### src/rtl/if_id_queue.sv
// if_id_queue
// Decoupling queue between instruction fetch and decode. A DEPTH-entry
// {pc, instruction} FIFO sits in front of the registered IF/ID output.
// When the FIFO is empty, an accepted push bypasses straight into the
// output register, which keeps the one-cycle fetch-to-decode latency.
//
// Ports:
//   clk              rising-edge clock
//   rst              synchronous active-low reset
//   stall_C/flush_C  pipeline control vectors; bit STAGE_IDX controls this stage
//   slot_flush       squash the instruction that would advance this cycle
//   push_valid       fetch presents pc_in / instructions_in
//   push_ready       FIFO not full (derived from the registered count only)
//   pc_out, instructions_out, bubble_out   registered IF/ID output
//   count_out        FIFO occupancy, not counting the output register
//   overflow_out     sticky: a push was attempted while the FIFO was full
module if_id_queue #(
  parameter int PC_W      = 32,
  parameter int INSTR_W   = 32,
  parameter int DEPTH     = 4,
  parameter int CTRL_W    = 4,
  parameter int STAGE_IDX = 1
) (
  input  logic                       clk,
  input  logic                       rst,
  input  logic [CTRL_W-1:0]          stall_C,
  input  logic [CTRL_W-1:0]          flush_C,
  input  logic                       slot_flush,
  input  logic                       push_valid,
  input  logic [PC_W-1:0]            pc_in,
  input  logic [INSTR_W-1:0]         instructions_in,
  output logic                       push_ready,
  output logic [PC_W-1:0]            pc_out,
  output logic [INSTR_W-1:0]         instructions_out,
  output logic                       bubble_out,
  output logic [$clog2(DEPTH+1)-1:0] count_out,
  output logic                       overflow_out
);

  localparam int PTR_W = $clog2(DEPTH);
  localparam int CNT_W = $clog2(DEPTH+1);
  localparam int ENT_W = PC_W + INSTR_W;

  logic [ENT_W-1:0]   r_mem [DEPTH];
  logic [PTR_W-1:0]   r_head;
  logic [PTR_W-1:0]   r_tail;
  logic [CNT_W-1:0]   r_count;
  logic [PC_W-1:0]    r_pc;
  logic [INSTR_W-1:0] r_instr;
  logic               r_bubble;
  logic               r_overflow;

  logic               w_stall;
  logic               w_flush;
  logic               w_has_head;
  logic               w_accept;
  logic               w_store;
  logic [ENT_W-1:0]   w_head_ent;
  logic               w_unused_ctrl;

  assign w_stall    = stall_C[STAGE_IDX];
  assign w_flush    = flush_C[STAGE_IDX];
  assign w_has_head = (r_count != '0);
  assign push_ready = (r_count != CNT_W'(DEPTH));
  assign w_accept   = push_valid & push_ready;
  assign w_head_ent = r_mem[r_head];

  // Only bits STAGE_IDX of the control vectors belong to this stage.
  assign w_unused_ctrl = ^{stall_C, flush_C};

  // An accepted push is stored unless it is flushed, or the queue is empty
  // and the stage advances (bypass, or the bypassed input is squashed).
  assign w_store = rst & ~w_flush & w_accept & (w_stall | w_has_head);

  // Storage array kept free of reset so it can map onto distributed/block RAM.
  always_ff @(posedge clk) begin
    if (w_store) begin
      r_mem[r_tail] <= {pc_in, instructions_in};
    end
  end

  always_ff @(posedge clk) begin
    if (!rst) begin
      r_head     <= '0;
      r_tail     <= '0;
      r_count    <= '0;
      r_pc       <= '0;
      r_instr    <= '0;
      r_bubble   <= 1'b1;
      r_overflow <= 1'b0;
    end else begin
      // A push against a full queue is lost even if a pop happens this cycle.
      if (!w_flush && push_valid && !push_ready) begin
        r_overflow <= 1'b1;
      end

      if (w_flush) begin
        r_head   <= '0;
        r_tail   <= '0;
        r_count  <= '0;
        r_pc     <= '0;
        r_instr  <= '0;
        r_bubble <= 1'b1;
      end else if (w_stall) begin
        if (w_accept) begin
          r_tail  <= r_tail + PTR_W'(1);
          r_count <= r_count + CNT_W'(1);
        end
      end else begin
        // Stage advances: the candidate is the head if any, else the input.
        if (w_has_head) begin
          r_head <= r_head + PTR_W'(1);
        end
        if (w_store) begin
          r_tail <= r_tail + PTR_W'(1);
        end
        if (w_has_head && !w_accept) begin
          r_count <= r_count - CNT_W'(1);
        end

        if (slot_flush) begin
          r_pc     <= '0;
          r_instr  <= '0;
          r_bubble <= 1'b1;
        end else if (w_has_head) begin
          r_pc     <= w_head_ent[ENT_W-1:INSTR_W];
          r_instr  <= w_head_ent[INSTR_W-1:0];
          r_bubble <= 1'b0;
        end else if (w_accept) begin
          r_pc     <= pc_in;
          r_instr  <= instructions_in;
          r_bubble <= 1'b0;
        end else begin
          r_pc     <= '0;
          r_instr  <= '0;
          r_bubble <= 1'b1;
        end
      end
    end
  end

  assign pc_out           = r_pc;
  assign instructions_out = r_instr;
  assign bubble_out       = r_bubble;
  assign count_out        = r_count;
  assign overflow_out     = r_overflow;

endmodule
### config.mk
export PLATFORM = sky130hd
export DESIGN_NAME = if_id_queue
export DESIGN_NICKNAME = d
export VERILOG_FILES = /design/src/rtl/if_id_queue.sv
export SDC_FILE = /design/constraint.sdc
export NUM_CORES = 1
export LEC_CHECK = 0
export CAP_MARGIN = 5
export CORE_ASPECT_RATIO = 1.2
export CORE_UTILIZATION = 55
export DETAILED_ROUTE_END_ITERATION = 16
export MAX_ROUTING_LAYER = met4
export PLACE_DENSITY = 0.79
export SLEW_MARGIN = 10
export SYNTH_ARGS = -nofsm -noshare
export SYNTH_HDL_FRONTEND = slang
export SYNTH_SLANG_ARGS = --single-unit
### constraint.sdc
create_clock -name clk -period 4.75 [get_ports clk]
set_input_delay 0.95 -clock clk [delete_from_list [all_inputs] [get_ports clk]]
set_output_delay 0.95 -clock clk [all_outputs]
set_load 0.05 [all_outputs]
* After elaboration in Yosys (flattened, before gate mapping)
Memory sizes are Yosys's and may differ from the RTL's. A register that Yosys moved wholly into a read port is not among the register bits.
Cells that the tools add are included.
** Cells by class
- Add/sub/neg operators :: 4
- Eq/ne operators :: 2
- Muxes and demuxes :: 19
- Bitwise operators :: 8
- Reduce and logical (&&, ||, !) cells :: 13
** Operators with widths (number)
- $mux W32 :: 6
- $mux W2 :: 5
- $mux W3 :: 3
- $reduce_and A2 Y1 :: 3
- $mux W1 :: 5
- $add A2 B1 Y2 const B :: 2
- $and A1 B1 Y1 :: 4
- $reduce_bool A2 Y1 :: 2
- $add A3 B1 Y3 const B :: 1
- $logic_and A1 B1 Y1 :: 3
- $logic_not A1 Y1 :: 3
- $ne A3 B3 Y1 const B :: 1
- $not A1 Y1 :: 3
- $reduce_bool A3 Y1 :: 1
- $sub A3 B1 Y3 const B :: 1
- $ne A2 B1 Y1 const B :: 1
- $reduce_or A2 Y1 :: 1
- $or A1 B1 Y1 :: 1
** Storage, ports and cells
- Bits in registers :: 73
- Memory bits (writable) :: 256
- Input port bits :: 76
- Output and inout port bits :: 70
- Logic and storage cells :: 54
- Memories kept :: 1
** Memory list
- r_mem :: depth 4, bits a word 64, read ports 1, clocked after memory_dff 1, wr ports 1, RTL line 44 : logic [ENT_W-1:0] r_mem [DEPTH];

* Logic depth before layout (Yosys ltp)
- Word-level depth :: 6
- Gate-level depth with buffers :: 6
- Depth with buffers taken out :: 5

* Worst setup path before layout
No wires, ideal clock.
- Path type :: input to register
- From :: input push_valid
- To :: memory r_mem[0][0] (netlist bit) (enable)
- Setup time :: 0.429 ns
- Data arrival time :: 3.178 ns
- Required time :: 4.321 ns
- Setup slack :: 1.143 ns
- Stages :: 5
- Buffers on the path :: 1
- Cell sequence :: clkbuf_1 inv_1 a21o_1 nor2_1 and2_1
** On the way
- Cells in the longest elaborated chain, start to end :: 5
** Ends and longest elaborated chain
- start, declared :: RTL line 29 : input logic push_valid,
- $and A1 B1 Y1 :: RTL line 65 : assign w_accept = push_valid & push_ready;
- $and A1 B1 Y1 (2 in series) :: RTL line 73 : assign w_store = rst & ~w_flush & w_accept & (w_stall | w_has_head);
- $mux W1 :: RTL line 77 : if (w_store) begin
- $mux W1 (implied by the code) :: RTL line 78 : r_mem[r_tail] <= {pc_in, instructions_in};
- end, declared :: RTL line 44
No other way between the ends.

* Worst setup path after layout
- From :: register r_count[0], in the netlist count_out[0]
- To :: output push_ready
** On the way
- Cells in the longest elaborated chain, start to end :: 1
** Ends and longest elaborated chain
- start, declared :: RTL line 47 : logic [CNT_W-1:0] r_count;
- start signal, assigned :: RTL line 107 : r_count <= r_count + CNT_W'(1);
- start signal, assigned :: RTL line 118 : r_count <= r_count - CNT_W'(1);
- $ne A3 B3 Y1 :: RTL line 64 : assign push_ready = (r_count != CNT_W'(DEPTH));
- end, declared :: RTL line 32 : output logic push_ready,
No other way between the ends.

==> key figures <==
Outcome
  • Status: complete, no violations

Logic synthesis
  • Area contributors post-synth: edfxtp_1 (62%), dfxtp_1 (12%), mux4_2 (12%), a32oi_1 (4.5%), nand2_1 (4.0%)
  • Syn Nets: 772
  • Mapped Cells: 691
  • Post-synth top area share: 0.621
  • Synth Register Bits: 331
  • Yosys warnings: 0
  • Area of the mapped netlist: 12400 µm²
  • Area leader, netlist: edfxtp_1
  • Mean Syn Cell Area: 17.9 µm²
  • Distinct cell type count after synthesis: 35
  • Sequential area share after synthesis: 0.742

Detailed routing
  • DRT Pass-1 Iters: 13
  • Iteration-0 DRC Markers: 554
  • Vias per cell: 6.14
  • Total Wirelength: 25900 µm
  • Remaining DRCs: 0
  • Final antenna-violating net count: 0
  • Routed vias: 6913
  • DR WL/cell: 23.0 µm

Global route
  • Pin count of the biggest net entering global routing: 70
  • Overflow after GRT: 0
  • Number of global-route vias before repair: 7408
  • First-pass GRT wire length: 40700 µm
  • All-Layer GR Usage: 0.236
  • Initial antenna violation count: 2

STA
  • Final worst setup slack: 1.59 ns
  • RSZ-0062 raised after global routing: false
  • Fmax: 317 MHz
  • Slew margin rel.: 0.308
  • Setup TNS Final: 0 ns
  • Final setup violation count: 0
  • Period utilization: 0.665
  • Fin crit period: 3.16 ns
  • Final hold violations: 0
  • Final setup skew: 0.00820 ns
  • WHS: 0.463 ns
  • Slew Viols, Final: 0
  • Slew @ Worst Pin: 1.04 ns

Worst setup path
  • Crit path max fanout: 10
  • Endpoint class of the critical path: primary output
  • Crit path DAT: 2.21 ns
  • Startpoint Class: register
  • CP Data Required Time: 3.80 ns
  • Setup CP Type: reg2out
  • FF-to-FF Start: count_out[0]$_SDFFE_PP0P_
  • Setup crit start: count_out[0]$_SDFFE_PP0P_

Hold path
  • Hold Path Class: reg2reg
  • Min-delay src: instructions_out[11]$_SDFFE_PP0N_

Floorplanning
  • Die Ht: 166 µm
  • Core box area: 21900 µm²
  • # IOs: 146
  • Die footprint: 23100 µm²
  • # rows: 59
  • Chip width: 139 µm
  • Initial Utilization: 0.567

Final layout
  • Share of cells above drive strength 1: 0.158
  • FILL cells: 1392
  • Fin area: 15000 µm²
  • Area occupied by multi-input gates: 2910 µm²
  • Storage element area: 9200 µm²
  • Syn-to-layout area delta: 21.4%
  • Nets: 909

Clocking
  • Post-CTS setup buffer count: 0
  • CTS tree: done
  • Cts repair resizes: 0
  • Post-CTS Hold Buffers: 0
  • CTS sink cnt: 331
  • Clock Latency Late Sink: 0.54 ns
  • Clk root buf: clkbuf_16
  • Clock-pin slew on the worst setup and hold paths: 0.07 ns
  • Cts bufs inserted: 29
  • Clock tree buffer depth: 3
  • H-tree levels: 1

Job
  • Max-Cap Viols: 0

Placed design
  • Port bufs: 139
  • Dpl cell area: 14000 µm²
  • Final GP Congestion: 0.743
  • Final HPWL DP: 15100 µm
  • Worst slack, placed: 1.09 ns

Power and ir drop
  • Total Power: 5920 µW
  • P per Cell Area: 394 nW/µm²
  • Leak pwr: 0.00501 µW
  • Maximum vdd ir drop: 0.311 mV
power by group:
group | leakage [µW] | internal, µW | switching, µW | total, µW
sequential | 0.00291 | 3140 | 19.9 | 3160
combinational | 0.00159 | 114 | 154 | 268
clock | 0.000507 | 1500 | 993 | 2490
total | 0.00501 | 4760 | 1170 | 5920
kinds of logic (layout without fill, tap and decap cells):
kind of cell             after synthesis  in the layout  synth area share
flip-flops                           331            331             0.742
adder cells (fa/ha/maj)                5              5           0.00566
other                                  0              2                 0
AO/OA/AOI/OAI                         80             80            0.0538
AND/OR/NAND/NOR                      156            156            0.0533
buffers and inverters                 49            208            0.0243
multiplexers                          66             66             0.118
XOR/XNOR                               4              4           0.00283
worst max-delay path, cell delays in order, from the launching register on:
cell	delay, ns
dfxtp_1	0.56
nor2_1	0.15
nand2_1	0.13
clkdlybuf4s50_1	0.84
final timing paths:
path              slack (ns)  cells after the start                                end
hold / removal          0.46                      2  instructions_out[11]$_SDFFE_PP0N_
hold reg to reg         0.46                      2  instructions_out[11]$_SDFFE_PP0N_
setup reg to reg        2.39                      5             r_mem[2][17]$_DFFE_PP_
setup / recovery        1.59                      3                         push_ready
cell type report:
type	instances	share of cell area
Antenna cell	2	0.000333
Clock buffer	42	0.0562
Clock inverter	11	0.0122
Inverter	5	0.00125
Multi-Input combinational cell	311	0.194
Sequential cell	331	0.612
Tap cell	274	0.0228
Timing Repair Buffer	150	0.102
registers in the layout, summed over array words and instances, names as in the netlist, named ones only:
register,cells
r_mem,256
instructions_out,32
pc_out,32
count_out,3
r_head,2
r_tail,2
bubble_out,1
overflow_out,1
synthesized netlist by cell type (all sizes together):
| library cell | number |
|---|---|
| nor2b | 1 |
| o21a | 1 |
| nand2b | 2 |
| nand2 | 131 |
| nor3 | 2 |
| edfxtp | 256 |
| o21ai | 4 |
| o211ai | 1 |
| nand3 | 3 |
| a211oi | 1 |
| a21o | 1 |
| dfxtp | 75 |
| mux4 | 64 |
| nor4 | 3 |
| or3 | 3 |
| and2 | 4 |
| inv | 5 |
| ha | 4 |
| nor2 | 7 |
| o2111ai | 1 |
| fa | 1 |
| clkbuf | 11 |
| buf | 33 |
| mux2i | 2 |
| xor2 | 3 |
| xnor2 | 1 |
| a311o | 1 |
| a21oi | 5 |
| o221a | 1 |
| a32oi | 64 |
per-layer routing:
layer,GRT usage,part of all wire,vias up
li1,-,-,3036
met5,-,0,-
met1,0.283,0.39,3559
met4,0.0841,0.028,0
met3,0.0340,0.055,55
met2,0.410,0.53,263
through the flow:
step | util | std cells
final | 0.688 | 1126
after global routing | 0.688 | 1126
after CTS | 0.688 | 1124
after detailed placement | 0.641 | 1071
after global placement | 0.641 | 1071
after floorplan | - | 691
placed cells by master (no fill, tap or decap), types with 2 or more instances in the layout:
cell type | Yosys | final
buf_12 | 0 | 5
a32oi_1 | 64 | 64
nor3_1 | 2 | 2
nor2_1 | 7 | 6
mux4_2 | 64 | 64
nand2b_1 | 2 | 2
and2_4 | 0 | 4
edfxtp_1 | 256 | 256
clkbuf_16 | 0 | 29
mux2i_1 | 2 | 2
a21oi_1 | 5 | 5
dfxtp_4 | 0 | 2
clkinv_2 | 0 | 4
xor2_1 | 3 | 3
nand2_1 | 131 | 131
buf_4 | 0 | 6
bufinv_16 | 0 | 5
nor4_4 | 2 | 2
diode_2 | 0 | 2
nand3_1 | 3 | 3
dfxtp_1 | 75 | 73
ha_1 | 4 | 4
or3_1 | 2 | 2
inv_1 | 4 | 4
clkdlybuf4s50_1 | 0 | 138
clkbuf_8 | 0 | 7
clkbuf_1 | 11 | 6
o21ai_0 | 4 | 4
No activity file was read; power rests on OpenSTA's default activity.
